<file path="src/rtl/riscv_csr_pkg.sv">
// Shared supervisor CSR definitions: CSR addresses, sstatus bit positions
// and the trap sequencing FSM state encoding.
package riscv_csr_pkg;

    localparam logic [11:0] CSR_SSTATUS = 12'h100;
    localparam logic [11:0] CSR_STVEC   = 12'h105;
    localparam logic [11:0] CSR_SEPC    = 12'h141;
    localparam logic [11:0] CSR_SCAUSE  = 12'h142;

    localparam int unsigned SIE_BIT  = 1;
    localparam int unsigned SPIE_BIT = 5;

    typedef enum logic [2:0] {
        ST_IDLE     = 3'd0,
        ST_FLUSH    = 3'd1,
        ST_REDIRECT = 3'd2,
        ST_IN_TRAP  = 3'd3,
        ST_RETURN   = 3'd4
    } trap_state_e;

endpackage

</file>
<file path="src/rtl/supervisor_csr_file.sv">
// Supervisor trap CSR storage (sstatus SIE/SPIE, stvec, sepc, scause).
// Ports:
//   clk, reset        clock and asynchronous active-low reset
//   capture           trap accepted this cycle: latch sepc_in/scause_in, stack SIE
//   sret_commit       sret accepted this cycle: restore SIE from SPIE
//   sepc_in/scause_in trap payload from the exception detection unit
//   csr_we/addr/wdata software CSR write port
//   csr_rdata         combinational read of csr_addr (pre-edge values)
//   stvec, sepc       current register values for redirect generation
module supervisor_csr_file
    import riscv_csr_pkg::*;
#(
    parameter int unsigned     XLEN        = 64,
    parameter int unsigned     CAUSE_W     = 32,
    parameter logic [XLEN-1:0] STVEC_RESET = 64'h0000_0000_0000_0100
) (
    input  logic               clk,
    input  logic               reset,
    input  logic               capture,
    input  logic               sret_commit,
    input  logic [XLEN-1:0]    sepc_in,
    input  logic [CAUSE_W-1:0] scause_in,
    input  logic               csr_we,
    input  logic [11:0]        csr_addr,
    input  logic [XLEN-1:0]    csr_wdata,
    output logic [XLEN-1:0]    csr_rdata,
    output logic [XLEN-1:0]    stvec,
    output logic [XLEN-1:0]    sepc
);

    localparam logic [XLEN-1:0] SEPC_MASK  = ~XLEN'(1);
    localparam logic [XLEN-1:0] STVEC_MASK = ~XLEN'(3);

    logic [XLEN-1:0]    stvec_q,  stvec_d;
    logic [XLEN-1:0]    sepc_q,   sepc_d;
    logic [CAUSE_W-1:0] scause_q, scause_d;
    logic               sie_q,    sie_d;
    logic               spie_q,   spie_d;

    logic wr_sstatus, wr_stvec, wr_sepc, wr_scause;

    // Software write decode
    always_comb begin
        wr_sstatus = csr_we && (csr_addr == CSR_SSTATUS);
        wr_stvec   = csr_we && (csr_addr == CSR_STVEC);
        wr_sepc    = csr_we && (csr_addr == CSR_SEPC);
        wr_scause  = csr_we && (csr_addr == CSR_SCAUSE);
    end

    // Next-state: hardware trap/sret updates take priority over software
    // writes to the fields they touch; stvec is never touched by hardware.
    always_comb begin
        stvec_d  = stvec_q;
        sepc_d   = sepc_q;
        scause_d = scause_q;
        sie_d    = sie_q;
        spie_d   = spie_q;

        if (wr_stvec) begin
            stvec_d = csr_wdata & STVEC_MASK;
        end

        if (capture) begin
            sepc_d   = sepc_in & SEPC_MASK;
            scause_d = scause_in;
            spie_d   = sie_q;
            sie_d    = 1'b0;
        end else if (sret_commit) begin
            sie_d  = spie_q;
            spie_d = 1'b1;
            if (wr_sepc) begin
                sepc_d = csr_wdata & SEPC_MASK;
            end
            if (wr_scause) begin
                scause_d = csr_wdata[CAUSE_W-1:0];
            end
        end else begin
            if (wr_sepc) begin
                sepc_d = csr_wdata & SEPC_MASK;
            end
            if (wr_scause) begin
                scause_d = csr_wdata[CAUSE_W-1:0];
            end
            if (wr_sstatus) begin
                sie_d  = csr_wdata[SIE_BIT];
                spie_d = csr_wdata[SPIE_BIT];
            end
        end
    end

    // CSR state registers
    always_ff @(posedge clk or negedge reset) begin
        if (!reset) begin
            stvec_q  <= STVEC_RESET & STVEC_MASK;
            sepc_q   <= '0;
            scause_q <= '0;
            sie_q    <= 1'b0;
            spie_q   <= 1'b0;
        end else begin
            stvec_q  <= stvec_d;
            sepc_q   <= sepc_d;
            scause_q <= scause_d;
            sie_q    <= sie_d;
            spie_q   <= spie_d;
        end
    end

    // Read mux; unmapped addresses read zero
    always_comb begin
        csr_rdata = '0;
        case (csr_addr)
            CSR_SSTATUS: begin
                csr_rdata[SIE_BIT]  = sie_q;
                csr_rdata[SPIE_BIT] = spie_q;
            end
            CSR_STVEC:  csr_rdata = stvec_q;
            CSR_SEPC:   csr_rdata = sepc_q;
            CSR_SCAUSE: csr_rdata = XLEN'(scause_q);
            default:    csr_rdata = '0;
        endcase
    end

    assign stvec = stvec_q;
    assign sepc  = sepc_q;

endmodule

</file>
<file path="src/rtl/trap_controller.sv">
// Supervisor trap sequencer: flush -> redirect to stvec -> handler -> sret
// return redirect to sepc. Owns the supervisor trap CSRs via supervisor_csr_file.
// Ports:
//   clk, reset                  clock and asynchronous active-low reset
//   exception_flag/scause_in/sepc_in  trap request and payload
//   sret                        sret retiring this cycle
//   csr_we/csr_addr/csr_wdata   CSR write port; csr_rdata combinational read
//   flush, stall, pc_redirect, redirect_pc  pipeline control, decoded from state
//   trap_active                 handler executing
module trap_controller
    import riscv_csr_pkg::*;
#(
    parameter int unsigned     XLEN        = 64,
    parameter int unsigned     CAUSE_W     = 32,
    parameter logic [XLEN-1:0] STVEC_RESET = 64'h0000_0000_0000_0100
) (
    input  logic               clk,
    input  logic               reset,
    input  logic               exception_flag,
    input  logic [CAUSE_W-1:0] scause_in,
    input  logic [XLEN-1:0]    sepc_in,
    input  logic               sret,
    input  logic               csr_we,
    input  logic [11:0]        csr_addr,
    input  logic [XLEN-1:0]    csr_wdata,
    output logic [XLEN-1:0]    csr_rdata,
    output logic               flush,
    output logic               stall,
    output logic               pc_redirect,
    output logic [XLEN-1:0]    redirect_pc,
    output logic               trap_active
);

    trap_state_e state_q, state_d;

    logic            capture;
    logic            sret_commit;
    logic [XLEN-1:0] stvec;
    logic [XLEN-1:0] sepc;

    // Exceptions are only accepted where an instruction can actually retire;
    // in FLUSH/REDIRECT/RETURN the reporting instruction is being squashed.
    always_comb begin
        capture     = exception_flag &&
                      ((state_q == ST_IDLE) || (state_q == ST_IN_TRAP));
        sret_commit = (state_q == ST_IN_TRAP) && sret && !exception_flag;
    end

    supervisor_csr_file #(
        .XLEN        (XLEN),
        .CAUSE_W     (CAUSE_W),
        .STVEC_RESET (STVEC_RESET)
    ) u_csr (
        .clk         (clk),
        .reset       (reset),
        .capture     (capture),
        .sret_commit (sret_commit),
        .sepc_in     (sepc_in),
        .scause_in   (scause_in),
        .csr_we      (csr_we),
        .csr_addr    (csr_addr),
        .csr_wdata   (csr_wdata),
        .csr_rdata   (csr_rdata),
        .stvec       (stvec),
        .sepc        (sepc)
    );

    // State register
    always_ff @(posedge clk or negedge reset) begin
        if (!reset) begin
            state_q <= ST_IDLE;
        end else begin
            state_q <= state_d;
        end
    end

    // Next-state and output decode; redirect_pc samples stvec/sepc live so
    // a stvec write landing just before REDIRECT is honoured.
    always_comb begin
        state_d     = state_q;
        flush       = 1'b0;
        stall       = 1'b0;
        pc_redirect = 1'b0;
        redirect_pc = '0;
        trap_active = 1'b0;

        case (state_q)
            ST_IDLE: begin
                if (capture) begin
                    state_d = ST_FLUSH;
                end
            end
            ST_FLUSH: begin
                flush   = 1'b1;
                stall   = 1'b1;
                state_d = ST_REDIRECT;
            end
            ST_REDIRECT: begin
                pc_redirect = 1'b1;
                redirect_pc = stvec & ~XLEN'(3);
                state_d     = ST_IN_TRAP;
            end
            ST_IN_TRAP: begin
                trap_active = 1'b1;
                if (capture) begin
                    state_d = ST_FLUSH;
                end else if (sret_commit) begin
                    state_d = ST_RETURN;
                end
            end
            ST_RETURN: begin
                flush       = 1'b1;
                pc_redirect = 1'b1;
                redirect_pc = sepc;
                state_d     = ST_IDLE;
            end
            default: begin
                state_d = ST_IDLE;
            end
        endcase
    end

endmodule

</file>
<file path="config.mk">
export PLATFORM = sky130hd
export DESIGN_NAME = trap_controller
export DESIGN_NICKNAME = d
export VERILOG_FILES = /design/src/rtl/riscv_csr_pkg.sv /design/src/rtl/supervisor_csr_file.sv /design/src/rtl/trap_controller.sv
export SDC_FILE = /design/constraint.sdc
export NUM_CORES = 1
export LEC_CHECK = 0
export ABC_AREA = 1
export ABC_CLOCK_PERIOD_IN_PS = 2700
export CORE_MARGIN = 2
export CORE_UTILIZATION = 25
export CTS_BUF_LIST = sky130_fd_sc_hd__clkbuf_4 sky130_fd_sc_hd__clkbuf_8 sky130_fd_sc_hd__clkbuf_16
export CTS_CLUSTER_SIZE = 30
export DETAILED_ROUTE_END_ITERATION = 8
export GPL_TIMING_DRIVEN = 0
export PLACE_DENSITY_LB_ADDON = 0.25
export RECOVER_POWER = 50
export SLEW_MARGIN = 20
export SYNTH_ARGS = -nofsm -noshare
export SYNTH_HDL_FRONTEND = slang
export SYNTH_SLANG_ARGS = --single-unit
</file>
<file path="constraint.sdc">
create_clock -name clk -period 2.7 [get_ports clk]
set_input_delay 0.405 -clock clk [delete_from_list [all_inputs] [get_ports clk]]
set_output_delay 0.405 -clock clk [all_outputs]
set_load 0.02 [all_outputs]
</file>
==> impl_results.html <==
<table>
<tr><th>Metric</th><th>Value</th></tr>
<tr><th colspan="2">Outcome</th></tr>
<tr><td>Run status</td><td>complete, but fails checks</td></tr>
<tr><td>Violations in the final reports</td><td>max-capacitance violations, max-slew violations</td></tr>
<tr><th colspan="2">STA</th></tr>
<tr><td>Portion of the clock cycle consumed by the worst path in the final layout</td><td>0.9807</td></tr>
<tr><td>Relative slew slack</td><td>-0.05080</td></tr>
<tr><td>Final-report hold violation count</td><td>0</td></tr>
<tr><td>Fin. max-slew vios</td><td>55</td></tr>
<tr><td>Slew at the pin with the worst max-slew slack</td><td>1.576 ns</td></tr>
<tr><td>Unrepaired setup endpoints after global routing</td><td>yes</td></tr>
<tr><td>Final hold slack</td><td>0.4298 ns</td></tr>
<tr><td>Time the final worst path needs with I/O delays and setup</td><td>2.648 ns</td></tr>
<tr><td>Setup violation total in the final timing report</td><td>0</td></tr>
<tr><td>Max Fclk</td><td>0.3777 GHz</td></tr>
<tr><td>Clock tree skew after final layout</td><td>0.01133 ns</td></tr>
<tr><th colspan="2">Critical path</th></tr>
<tr><td>Crit-path max FO</td><td>8</td></tr>
<tr><td>Type of destination of the critical path</td><td>output pin</td></tr>
<tr><td>Critical setup path kind</td><td>reg2out</td></tr>
<tr><td>Type of origin of the critical path</td><td>flop</td></tr>
<tr><td>Data arrival time of the critical path</td><td>2.24 ns</td></tr>
<tr><td>Required time at the endpoint of the critical path</td><td>2.30 ns</td></tr>
<tr><th colspan="2">CTS</th></tr>
<tr><td>Clk buf depth</td><td>2</td></tr>
<tr><td>Number of levels in the clock H-tree</td><td>4</td></tr>
<tr><td>Clock sink count</td><td>162</td></tr>
<tr><td>Root Buffer</td><td>sky130_fd_sc_hd__clkbuf_16</td></tr>
<tr><td>Clock-pin transition on the worst setup and hold timing paths</td><td>0.07 ns</td></tr>
<tr><td>Clock insertion delay at the later pin of the skew report</td><td>0.45 ns</td></tr>
<tr><td>TritonCTS clock tree</td><td>done</td></tr>
<tr><td>Number of CTS-inserted buffers</td><td>17</td></tr>
<tr><th colspan="2">Finish</th></tr>
<tr><td>Final Non-Filler Cells</td><td>2283</td></tr>
<tr><td>Share of cells above drive strength 1</td><td>0.1197</td></tr>
<tr><td>Filler cell count</td><td>3983</td></tr>
<tr><td># nets final</td><td>1935</td></tr>
<tr><td>Area overhead of the layout relative to synthesis</td><td>47.67%</td></tr>
<tr><th colspan="2">Yosys</th></tr>
<tr><td>Share of async-settable or async-resettable flops after synthesis</td><td>1.000</td></tr>
<tr><td>Number of flops mapped to enable cells by yosys</td><td>0</td></tr>
<tr><td>Synthesis Warnings</td><td>0</td></tr>
<tr><td>Portion of synthesized cell area occupied by the leading cell type</td><td>0.4264</td></tr>
<tr><td>Cell type with the highest aggregate area in the netlist</td><td>sky130_fd_sc_hd__dfrtp_1</td></tr>
<tr><td>Post-Syn Instances</td><td>1425</td></tr>
<tr><td>Flip-flop cell with the highest count after synthesis</td><td>sky130_fd_sc_hd__dfrtp_1</td></tr>
<tr><td>Most area-consuming cells after synthesis</td><td>sky130_fd_sc_hd__dfrtp_1 43%, sky130_fd_sc_hd__nand2_1 27%, sky130_fd_sc_hd__nand3_1 16%, sky130_fd_sc_hd__o22ai_1 4.2%, sky130_fd_sc_hd__inv_1 3.2%</td></tr>
<tr><td>Number of distinct library cell variants in the gate-level netlist after synthesis</td><td>21</td></tr>
<tr><td>Summed instance area of the synthesized netlist</td><td>9449 um2</td></tr>
<tr><td>Number of storage elements in the synthesis netlist</td><td>162</td></tr>
<tr><td>Post-Syn Area per Cell</td><td>6.631 um2</td></tr>
<tr><td>Count leader, synth</td><td>sky130_fd_sc_hd__nand2_1</td></tr>
<tr><td>Net Count, Synth</td><td>1602</td></tr>
<tr><td>Sequential area share after synthesis</td><td>0.4292</td></tr>
<tr><td>Most instantiated cells after synthesis</td><td>682 x sky130_fd_sc_hd__nand2_1, 297 x sky130_fd_sc_hd__nand3_1, 161 x sky130_fd_sc_hd__dfrtp_1, 80 x sky130_fd_sc_hd__inv_1, 64 x sky130_fd_sc_hd__o22ai_1</td></tr>
<tr><th colspan="2">GRT</th></tr>
<tr><td>Largest net degree at the start of global routing</td><td>57</td></tr>
<tr><td>Antenna violations before repair</td><td>2</td></tr>
<tr><td>GRT Util Overall</td><td>0.2236</td></tr>
<tr><td>Remaining global-route overflow</td><td>0</td></tr>
<tr><td>Met1 routing resource usage after global routing</td><td>0.2918</td></tr>
<tr><td>Global-route met3 utilization</td><td>0.05561</td></tr>
<tr><td>Vias in the first global route</td><td>10690</td></tr>
<tr><td>GR peak layer</td><td>met2</td></tr>
<tr><td>Met2 Use GR</td><td>0.3617</td></tr>
<tr><td>First-pass GRT wire length</td><td>64700 um</td></tr>
<tr><th colspan="2">Pwr</th></tr>
<tr><td>Worst supply voltage drop on vdd</td><td>0.0004892 V</td></tr>
<tr><td>Power density over the cells</td><td>773.4 nW/um2</td></tr>
<tr><td>Static Leak</td><td>0.007526 uW</td></tr>
<tr><td>Total power consumption of the routed design</td><td>10790 uW</td></tr>
<tr><th colspan="2">Routing</th></tr>
<tr><td>Routed len/inst</td><td>19.48 um</td></tr>
<tr><td>First-pass iteration count of the detailed router</td><td>6</td></tr>
<tr><td>DR DRC count</td><td>0</td></tr>
<tr><td>Total vias in the final route</td><td>11090</td></tr>
<tr><td>Count of routing violations after the opening detailed-route iteration</td><td>842</td></tr>
<tr><td>Via/cell ratio</td><td>4.856</td></tr>
<tr><td>Total detailed-routing wirelength</td><td>44470 um</td></tr>
<tr><td>Remaining antenna violation count after routing</td><td>0</td></tr>
<tr><th colspan="2">Placement</th></tr>
<tr><td>Cell count after placement</td><td>2243</td></tr>
<tr><td>Placer Congestion</td><td>0.8813</td></tr>
<tr><td>Half-perimeter wire length after detailed placement</td><td>31920 um</td></tr>
<tr><td>Buffers added on ports</td><td>305</td></tr>
<tr><th colspan="2">Die</th></tr>
<tr><td>Std-Cell Rows</td><td>71</td></tr>
<tr><td>Total I/O pin count</td><td>309</td></tr>
<tr><td>Core area</td><td>37400 um2</td></tr>
<tr><td>Die X-Extent</td><td>198.4 um</td></tr>
<tr><td>Initial cell density of the core</td><td>0.2527</td></tr>
<tr><td>Die area</td><td>39370 um2</td></tr>
<tr><td>Vertical extent of the die</td><td>198.4 um</td></tr>
<tr><th colspan="2">Flow run</th></tr>
<tr><td>Max cap viols</td><td>1</td></tr>
<tr><th colspan="2">Worst hold path</th></tr>
<tr><td>Hold Crit Class</td><td>in2reg</td></tr>
</table>
where the power goes:
group	total [uW]	switching (uW)	internal (uW)	leakage, uW
combinational	4340	2890	1460	0.00509
clock	2830	1100	1730	0.000324
sequential	3610	480	3130	0.00211
cell usage in the layout, fill, tap and decap left out, types with 22 or more instances in the layout:
cell                                n
sky130_fd_sc_hd__buf_2             86
sky130_fd_sc_hd__buf_4             22
sky130_fd_sc_hd__clkbuf_1          24
sky130_fd_sc_hd__clkdlybuf4s50_1  194
sky130_fd_sc_hd__dfrtp_1          161
sky130_fd_sc_hd__dlygate4sd2_1     33
sky130_fd_sc_hd__inv_1             79
sky130_fd_sc_hd__nand2_1          679
sky130_fd_sc_hd__nand3_1          296
sky130_fd_sc_hd__o22ai_1           53
worst paths after layout:
kind,from,to,slack (ns),cells after the start
min in group asynchronous,reset,u_csr.stvec[10],0.88,2
setup / recovery,state_q[0],redirect_pc[32],0.05,4
max in group asynchronous,reset,u_csr.stvec[44],0.39,4
setup reg to reg,state_q[0],u_csr.scause_q[29],0.44,10
hold reg to reg,u_csr.stvec[50],u_csr.stvec[50],0.48,2
hold / removal,exception_flag,state_q[0],0.43,5
metal layers:
metal | routed length, um | vias up
li1 | - | 5243
met1 | 19110 | 5283
met2 | 20630 | 500
met3 | 3596 | 58
met4 | 1121 | 2
met5 | 11 | -
critical path, cell delays in order (launching register included):
cell and delay (ns):
sky130_fd_sc_hd__dfrtp_1 0.48, sky130_fd_sc_hd__nor2_4 0.23, sky130_fd_sc_hd__nand2_4 0.16, sky130_fd_sc_hd__o22ai_1 0.26, sky130_fd_sc_hd__clkdlybuf4s50_1 0.66
repair_timing:
action,4_1_cts,5_1_grt
endpoints found under the hold margin,53,0
pin swaps,1,2
buffers inserted,6,0
endpoints found under the setup margin,127,82
gates resized for setup,312,83
hold buffers,1,0
registers in the layout, indices dropped and copies added, names as in the netlist:
signal / cells
u_csr.scause_q: 32
u_csr.stvec: 62
u_csr.sie_q: 1
u_csr.sepc: 63
state_q: 3
u_csr.spie_q: 1
final cells by class:
class | count | area, um2 | share of cell area
Timing Repair Buffer | 314 | 2900 | 0.2079
Multi-Input combinational cell | 1076 | 4737 | 0.3395
Antenna cell | 1 | 2.502 | 0.0001793
Inverter | 83 | 314.1 | 0.02251
Tap cell | 511 | 639.4 | 0.04582
Buffer | 104 | 630.6 | 0.04519
Sequential cell | 162 | 4055 | 0.2906
Clock buffer | 21 | 474.2 | 0.03398
Clock inverter | 11 | 200.2 | 0.01435
logic make-up after synthesis:
group	after synthesis	synth area share
other	1	0.0003969
DFF	162	0.4292
buffers and inverters	187	0.08276
AOI/OAI and AO/OA	65	0.04290
and+or+nand+nor	1010	0.4448
per-stage QoR:
| step | setup TNS, ns | utilization | cell area [um2] | setup slack, ns |
|---|---|---|---|---|
| 3_3_place_gp | -1043.08 | 0.3514 | 13140 | -6.186 |
| 5_1_grt | -0.06678 | 0.3731 | 13950 | -0.02757 |
| 3_5_place_dp | -46.35 | 0.3530 | 13200 | -1.003 |
| 2_1_floorplan | 0 | - | 9449 | 0.7797 |
| 4_1_cts | -0.1464 | 0.3777 | 14120 | -0.09816 |
| 6_report | 0 | 0.3731 | 13950 | 0.05222 |
Power figures use the tool's default switching activity.
